`config.mk`:
```
export PLATFORM = sky130hd
export DESIGN_NAME = cram_config_loader
export DESIGN_NICKNAME = d
export VERILOG_FILES = /design/src/rtl/cram_cfg_pkg.sv /design/src/rtl/cfg_serializer.sv /design/src/rtl/cram_config_loader.sv
export SDC_FILE = /design/constraint.sdc
export NUM_CORES = 1
export LEC_CHECK = 0
export ABC_AREA = 1
export BUFFER_PORTS_ARGS = -buffer_cell sky130_fd_sc_hd__buf_4
export CAP_MARGIN = 30
export CORE_MARGIN = 3
export CORE_UTILIZATION = 41
export CTS_CLUSTER_DIAMETER = 200
export DETAILED_ROUTE_END_ITERATION = 10
export HOLD_SLACK_MARGIN = 0.03
export PLACE_DENSITY = 0.7
export SLEW_MARGIN = 20
export SYNTH_ARGS = -nofsm -noshare
export SYNTH_HDL_FRONTEND = slang
export SYNTH_SLANG_ARGS = --single-unit
export TNS_END_PERCENT = 1
```
`constraint.sdc`:
```
create_clock -name clk -period 2.4 [get_ports clk]
set_clock_uncertainty 0.1 [all_clocks]
set_input_delay 0.12 -clock clk [delete_from_list [all_inputs] [get_ports clk]]
set_output_delay 0.12 -clock clk [all_outputs]
set_load 0.02 [all_outputs]
```
`src/rtl/cram_cfg_pkg.sv`:
```
// cram_cfg_pkg: loader state encoding and default chain geometry shared with the fabric top
package cram_cfg_pkg;
  typedef enum logic [1:0] {IDLE, WAIT, SHIFT, FINISH} cfg_state_e;
  localparam int DEF_WORD_W = 8;
  localparam int DEF_CHAIN_LEN = 240;
endpackage

```
`src/rtl/cfg_serializer.sv`:
```
// cfg_serializer: WORD_W-bit parallel-load shift register presenting its MSB first
module cfg_serializer
  import cram_cfg_pkg::*;
#(
  parameter int WORD_W = DEF_WORD_W
) (
  input  logic              clk,
  input  logic              nrst,
  input  logic              clr,
  input  logic              load,
  input  logic              shift,
  input  logic [WORD_W-1:0] word,
  output logic              dout
);
  logic [WORD_W-1:0] sreg;
  // zero-fill on shift so the line idles low once a word has been sent
  always_ff @(posedge clk or negedge nrst)
    if (!nrst) sreg <= '0;
    else if (clr) sreg <= '0;
    else if (load) sreg <= word;
    else if (shift) sreg <= sreg << 1;
  assign dout = sreg[WORD_W-1];
endmodule

```
`src/rtl/cram_config_loader.sv`:
```
// cram_config_loader: serialises host A/B words into the CRAM chains; CRAM_READBACK_VERIFY_EN adds a two-pass readback check
module cram_config_loader
  import cram_cfg_pkg::*;
#(
  parameter int WORD_W = DEF_WORD_W,
  parameter int CHAIN_LEN = DEF_CHAIN_LEN
) (
  input  logic              clk,
  input  logic              nrst,
  input  logic              start,
  input  logic              abort,
  input  logic              verify,
  input  logic              word_valid,
  output logic              word_ready,
  input  logic [WORD_W-1:0] word_a,
  input  logic [WORD_W-1:0] word_b,
  output logic              config_en,
  output logic              en,
  output logic              config_data_inA,
  output logic              config_data_inB,
  input  logic              config_data_outA,
  input  logic              config_data_outB,
  output logic              busy,
  output logic              done,
  output logic              err
);
`ifdef CRAM_READBACK_VERIFY_EN
  localparam int CNT_W = $clog2(2 * CHAIN_LEN + 1);
`else
  localparam int CNT_W = $clog2(CHAIN_LEN + 1);
`endif
  localparam int BW = WORD_W > 1 ? $clog2(WORD_W) : 1;
  localparam logic [CNT_W-1:0] LEN1 = CNT_W'(CHAIN_LEN);
  localparam logic [BW-1:0] LAST_BIT = BW'(WORD_W - 1);

  if (CHAIN_LEN % WORD_W != 0 || CHAIN_LEN < WORD_W) begin : g_len_check
    $error("CHAIN_LEN must be a nonzero multiple of WORD_W");
  end

  cfg_state_e state, next;
  logic [CNT_W-1:0] cnt, cnt_nxt, target;
  logic [BW-1:0] bcnt;
  logic start_acc, load, shift;

  assign start_acc = state == IDLE && start && !abort;
  assign load = state == WAIT && word_valid && !abort;
  assign shift = state == SHIFT && !abort;
  assign cnt_nxt = cnt + 1'b1;
  assign word_ready = state == WAIT;
  assign busy = state != IDLE;

  // state register
  always_ff @(posedge clk or negedge nrst)
    if (!nrst) state <= IDLE;
    else state <= next;

  // next state; abort wins over everything, including start
  always_comb begin
    next = state;
    if (abort) next = IDLE;
    else
      case (state)
        IDLE:    if (start) next = WAIT;
        WAIT:    if (word_valid) next = SHIFT;
        SHIFT:   if (bcnt == LAST_BIT) next = cnt_nxt == target ? FINISH : WAIT;
        default: next = IDLE;
      endcase
  end

  // strobes registered from next state so they line up with the serializer MSBs
  always_ff @(posedge clk or negedge nrst)
    if (!nrst) begin
      en <= 1'b0;
      config_en <= 1'b0;
      done <= 1'b0;
    end else begin
      en <= next == SHIFT;
      config_en <= next == WAIT || next == SHIFT;
      done <= next == FINISH;
    end

  // total-bit and bit-in-word counters
  always_ff @(posedge clk or negedge nrst)
    if (!nrst) begin
      cnt <= '0;
      bcnt <= '0;
    end else if (start_acc || abort) begin
      cnt <= '0;
      bcnt <= '0;
    end else if (state == SHIFT) begin
      cnt <= cnt_nxt;
      bcnt <= bcnt == LAST_BIT ? '0 : bcnt + 1'b1;
    end

  cfg_serializer #(.WORD_W(WORD_W)) u_ser_a (
    .clk(clk), .nrst(nrst), .clr(abort), .load(load), .shift(shift), .word(word_a), .dout(config_data_inA)
  );
  cfg_serializer #(.WORD_W(WORD_W)) u_ser_b (
    .clk(clk), .nrst(nrst), .clr(abort), .load(load), .shift(shift), .word(word_b), .dout(config_data_inB)
  );

`ifdef CRAM_READBACK_VERIFY_EN
  localparam logic [CNT_W-1:0] LEN2 = CNT_W'(2 * CHAIN_LEN);
  logic verify_q;
  // latch the mode at start; in pass 2 the tail must echo the bit being sent
  always_ff @(posedge clk or negedge nrst)
    if (!nrst) begin
      verify_q <= 1'b0;
      err <= 1'b0;
    end else if (start_acc) begin
      verify_q <= verify;
      err <= 1'b0;
    end else if (shift && verify_q && cnt >= LEN1 &&
                 (config_data_inA != config_data_outA || config_data_inB != config_data_outB))
      err <= 1'b1;
  assign target = verify_q ? LEN2 : LEN1;
`else
  logic unused_inputs;
  assign unused_inputs = ^{verify, config_data_outA, config_data_outB};
  assign target = LEN1;
  assign err = 1'b0;
`endif
endmodule

```
* Word level (Yosys, flattened, before mapping)
Cells that the tools add are included.
W data, S select, Z words.
** Storage, ports and cells
- Output and inout port bits :: 8
- Bits in registers :: 32
- Logic and storage cells :: 46
- Input port bits :: 24
** Operators by class
- Multiplexer cells :: 17
- Equality and inequality tests :: 7
- Reduce and logical (&&, ||, !) cells :: 12
- Add/sub/neg operators :: 2
** Operators with widths (number)
- $mux W8 :: 8
- $mux W2 :: 5
- $mux W3 :: 3
- $add A8 B1 Y8 const B :: 1
- $eq A8 B8 Y1 const B :: 1
- $eq A2 B2 Y1 const B :: 3
- $pmux W2 S3 :: 1
- $logic_and A1 B1 Y1 :: 5
- $eq A2 B1 Y1 const B :: 2
- $reduce_bool A2 Y1 :: 2
- $add A3 B1 Y3 const B :: 1
- $eq A3 B3 Y1 const B :: 1
- $reduce_bool A3 Y1 :: 1
- $logic_not A2 Y1 :: 1
- $logic_or A1 B1 Y1 :: 2
- $logic_not A1 Y1 :: 1

* Longest topological paths before layout
- Word-level depth :: 8
- Depth in mapped cells :: 10
- Mapped depth without buffers :: 10

* Hierarchy
Synthesis repeated with hierarchy kept, for this count alone.
** Unflattened totals
- Cell total of the unflattened synthesis :: 219
- Area, all modules :: 1724.2 um^2
** Modules (own cells, without submodules)
- cram_config_loader :: area each 863.3 um^2, instances 1, cells each 103, sequential area each 400.4 um^2
- cfg_serializer :: area each 430.4 um^2, instances 2, cells each 58, sequential area each 200.2 um^2

* Least setup slack after synthesis
OpenSTA, ideal clock, no wires.
- Kind :: register -> register
- Start point :: register cnt[0]
- End point :: register config_en
- Library setup time :: 0.063 ns
- Data required time :: 2.237 ns
- Path buffers :: 0
- Slack :: 0.755 ns
- Period minus slack after synthesis :: 1.645 ns
- Arrival time :: 1.482 ns
- Cell stages (with the launch flop) :: 11
- Path through :: dfrtp_1 ha_1 inv_1 nand2_1 nand2_1 nand2_1 nor2_2 nand3_1 o21bai_1 ha_1 inv_1
** On the way
- Cells in the longest elaborated chain, start to end :: 8
- Elaborated cells on any way between the ends :: 9
- Those cells by class :: add/sub (1); eq/ne (3); mux (4); reduce/logical (1)
** Ends and longest elaborated chain
- from (decl) :: RTL line cram_config_loader.sv:41 : logic [CNT_W-1:0] cnt, cnt_nxt, target;
- from (signal assigned) :: RTL line cram_config_loader.sv:91 : cnt <= cnt_nxt;
- $add A8 B1 Y8 (*) :: RTL line cram_config_loader.sv:48 : assign cnt_nxt = cnt + 1'b1;
- $eq A8 B8 Y1 (*) :: RTL line cram_config_loader.sv:65 : SHIFT: if (bcnt == LAST_BIT) next = cnt_nxt == target ? FINISH : WAIT;
- $mux W2 (*) (2 in a row) :: RTL line cram_config_loader.sv:65
- $pmux W2 S3 (*) :: RTL line cram_config_loader.sv:62 : case (state)
- $mux W2 (*) :: RTL line cram_config_loader.sv:60 : if (abort) next = IDLE;
- net next[1] :: RTL line cram_config_loader.sv:40 : cfg_state_e state, next;
- $eq A2 B1 Y1 or $eq A2 B2 Y1 (tied branches) :: RTL line cram_config_loader.sv:78 : config_en <= next == WAIT || next == SHIFT;
- $logic_or A1 B1 Y1 (*) :: RTL line cram_config_loader.sv:78
- to (signal assigned) :: RTL line cram_config_loader.sv:74 : config_en <= 1'b0;
- to (signal assigned) :: RTL line cram_config_loader.sv:78
- to (decl) :: RTL line cram_config_loader.sv:17 : output logic config_en,
The timed path passes the listed nets; every way through them passes the cells marked *.
A chain may end at the register's enable or synchronous reset.

* Worst setup path in the final report
- Start point :: register cnt[1]
- End point :: register config_en
The elaborated chain is that of the path after synthesis.

==> flow_summary_export.csv <==
group,metric,value,unit
outcome,status,"complete, no violations",
power_and_ir_drop,p_clk_frac,0.355,
power_and_ir_drop,seqPwrFrac,0.482,
synth,synthCells,210,
place,place_hpwl,2.40,mm
power_and_ir_drop,irDropWorstVdd,258,uV
layout,final_cells,294,
layout,layout_common_cells,"44 x inv_1, 33 x nand2_1, 32 x dfrtp_1",
layout,layout_commonest_cell,"inv_1",
clock_tree,worstSkewPairLatency,0.28,ns
power_and_ir_drop,p_int,0.889,mW
critical_path,crit_path_end_kind,"flip-flop",
global_route,grt_util_met1,0.190,
floorplanning,core_area,0.00414,mm2
sta,maxSlewViolCount,0,
floorplanning,io-pin-count,32,
synth,syn-num-nets,240,
sta,fin_crit_sh,0.760,
power_and_ir_drop,p_sw,0.349,mW
critical_path,critical_path_class,"reg2reg",
drt,first_iter_violations,77,
floorplanning,die-area,0.00526,mm2
drt,vias,1412,
floorplanning,chipWidth,72.5,um
place,dp_cells,282,
drt,viasPerCell,4.80,
power_and_ir_drop,pwr-share-comb,0.163,
sta,fmax,548,MHz
synth,synthDistinctLibCells,29,
power_and_ir_drop,leakage,1.16,nW
drt,wl_per_cell,11.6,um
synth,post-synth-top-area-cell,"dfrtp_1",
clock_tree,post_cts_buffers,0,
global_route,grt_pass1_vias,1383,
synth,yosysWarnings,0,
global_route,antenna_found_initial,0,
global_route,grt_use_met3,0.0346,
global_route,grt_max_degree,33,
sta,setup_viol,0,
hold_path,hold_class,"in2reg",
drt,drc_errors,0,
floorplanning,die_h,72.5,um
synth,synth_top_flop_cell,"dfrtp_1",
synth,synth_top_area_share,0.441,
synth,ys_async_sr_fraction,1.00,
global_route,top_usage_layer,"met2",
clock_tree,cts_made_buffers,5,
global_route,grt.met2_usage,0.236,
run,maxCapViolations,0,
layout,area_growth,19.3,%
synth,syn-mean-instance-area,8.65,um2
power_and_ir_drop,power_density,572,mW/mm2
power_and_ir_drop,switching_share,0.282,
sta,period_minus_slack,1.82,ns
drt,final_antenna_net_count,0,
clock_tree,clock-sinks,32,
drt,wirelength,3.42,mm
synth,yosysSeqAreaShare,0.441,
sta,rsz0062_at_grt,"false",
clock_tree,cts_tree,"yes",
critical_path,cp.required,2.53,ns
synth,synth_area,0.00182,mm2
global_route,grt.total_usage,0.147,
place,placement.io_buffers,27,
clock_tree,clk_transition_reported_paths,0.07,ns
critical_path,arrival,1.95,ns
sta,setup_tns,0,ns
global_route,overflow,0,
synth,synth_area_leaders,"dfrtp_1 44%, inv_1 9.1%, nand2_1 6.8%",
critical_path,crit_path_max_fanout,5,
clock_tree,clock_path_buffers,2,
synth,synth_edf_count,0,
layout,layout-drive-gt1-share,0.246,
floorplanning,rows,23,
clock_tree,cts_root_buf,"clkbuf_8",
layout,fin_nets,273,
drt,first_pass_iters,4,
clock_tree,ctsHtreeMaxLevel,2,
synth,synth_seq_cells,32,
sta,finalHoldViolations,0,
floorplanning,initial_core_util,0.438,
critical_path,start_kind,"flip-flop",
place,routabilityCongestion,0.758,
layout,n_antenna_cell,0,
global_route,grt_pass1_wl,6.07,mm
synthesized netlist by cell type (2+ instances only):
cell,count
inv_1,44
nand2_1,33
dfrtp_1,32
nor2_1,18
o21ai_1,14
nand3_1,13
o22ai_1,9
ha_1,6
nand2_4,5
o22ai_2,5
buf_6,4
o21ai_2,4
o21ai_0,3
a21oi_1,2
nand3_4,2
nor2_2,2
o21bai_1,2
metrics by stage:
stage	area (um2)	hold WS [ns]	total power, mW	worst slack, ns	util
6_report	2170	0.0545	1.24	0.575	0.523
2_1_floorplan	1820	-0.276	0.735	0.755	-
3_5_place_dp	2030	-0.0122	0.806	0.575	0.489
3_3_place_gp	2030	-0.0131	0.803	0.600	0.489
5_1_grt	2170	0.0972	1.30	0.301	0.523
4_1_cts	2170	0.0458	1.25	0.564	0.523
worst paths after layout:
kind | slack (ns) | to | cells after the start | startpoint
hold / removal | 0.05 | u_ser_a.sreg[7]$_DFFE_PN0P_ | 5 | word_a[7]
setup reg to reg | 0.58 | config_en$_DFF_PN0_ | 9 | cnt[1]$_DFFE_PN0P_
setup / recovery | 0.58 | config_en$_DFF_PN0_ | 9 | cnt[1]$_DFFE_PN0P_
min in group asynchronous | 0.21 | cnt[3]$_DFFE_PN0P_ | 2 | nrst
hold reg to reg | 0.39 | u_ser_a.sreg[4]$_DFFE_PN0P_ | 2 | u_ser_a.sreg[4]$_DFFE_PN0P_
max in group asynchronous | 1.69 | bcnt[1]$_DFFE_PN0P_ | 2 | nrst
power groups by stage:
stage	registers (mW)	clock network [mW]	logic, mW
6_report	0.597	0.440	0.202
5_1_grt	0.602	0.470	0.227
4_1_cts	0.597	0.453	0.205
3_5_place_dp	0.607	0	0.199
3_3_place_gp	0.606	0	0.197
2_1_floorplan	0.612	0	0.123
registers in the layout, indices dropped and copies added (netlist names):
signal	cells
en	1
u_ser_a.sreg	8
u_ser_b.sreg	8
done	1
config_en	1
bcnt	3
cnt	8
state	2
cell type report:
| class | instances | area [um2] |
|---|---|---|
| inverter | 47 | 184 |
| sequential | 32 | 801 |
| fill | 418 | 1980 |
| timing repair buffer | 31 | 243 |
| multi-input combinational | 126 | 778 |
| clock inverter | 2 | 15.0 |
| clock buffer | 6 | 82.6 |
| tap | 50 | 62.6 |
critical path, stage by stage (launching register included):
cell and delay, ns:
dfrtp_1 0.41, ha_1 0.24, nand3_1 0.13, nor2_1 0.12, nand2_1 0.05, nand2_1 0.09, nand3_1 0.09, o21bai_1 0.23
ha_1 0.28, inv_1 0.05
logic make-up (layout without fill, tap and decap cells):
family                   after synthesis  in the layout  share of synthesized area
AO/OA/AOI/OAI                         42             42                      0.163
other                                  1              1                    0.00207
flip-flops                            32             32                      0.441
adder cells (fa/ha/maj)                6              6                     0.0413
AND/OR/NAND/NOR                       77             77                      0.222
buffers and inverters                 52             86                      0.130
what timing repair did:
action	CTS	global route
hold buffers	4	0
gates resized for setup	0	0
endpoints found under the hold margin	35	0
per-layer routing:
metal  vias up  wire length, um  share of wire
li1        732                -              -
met1       651             1640           0.48
met2        24             1590           0.47
met3         5              128          0.037
met4         0               50          0.015
met5         -                0              0
Note: power is estimated with default switching activity, not from simulation.
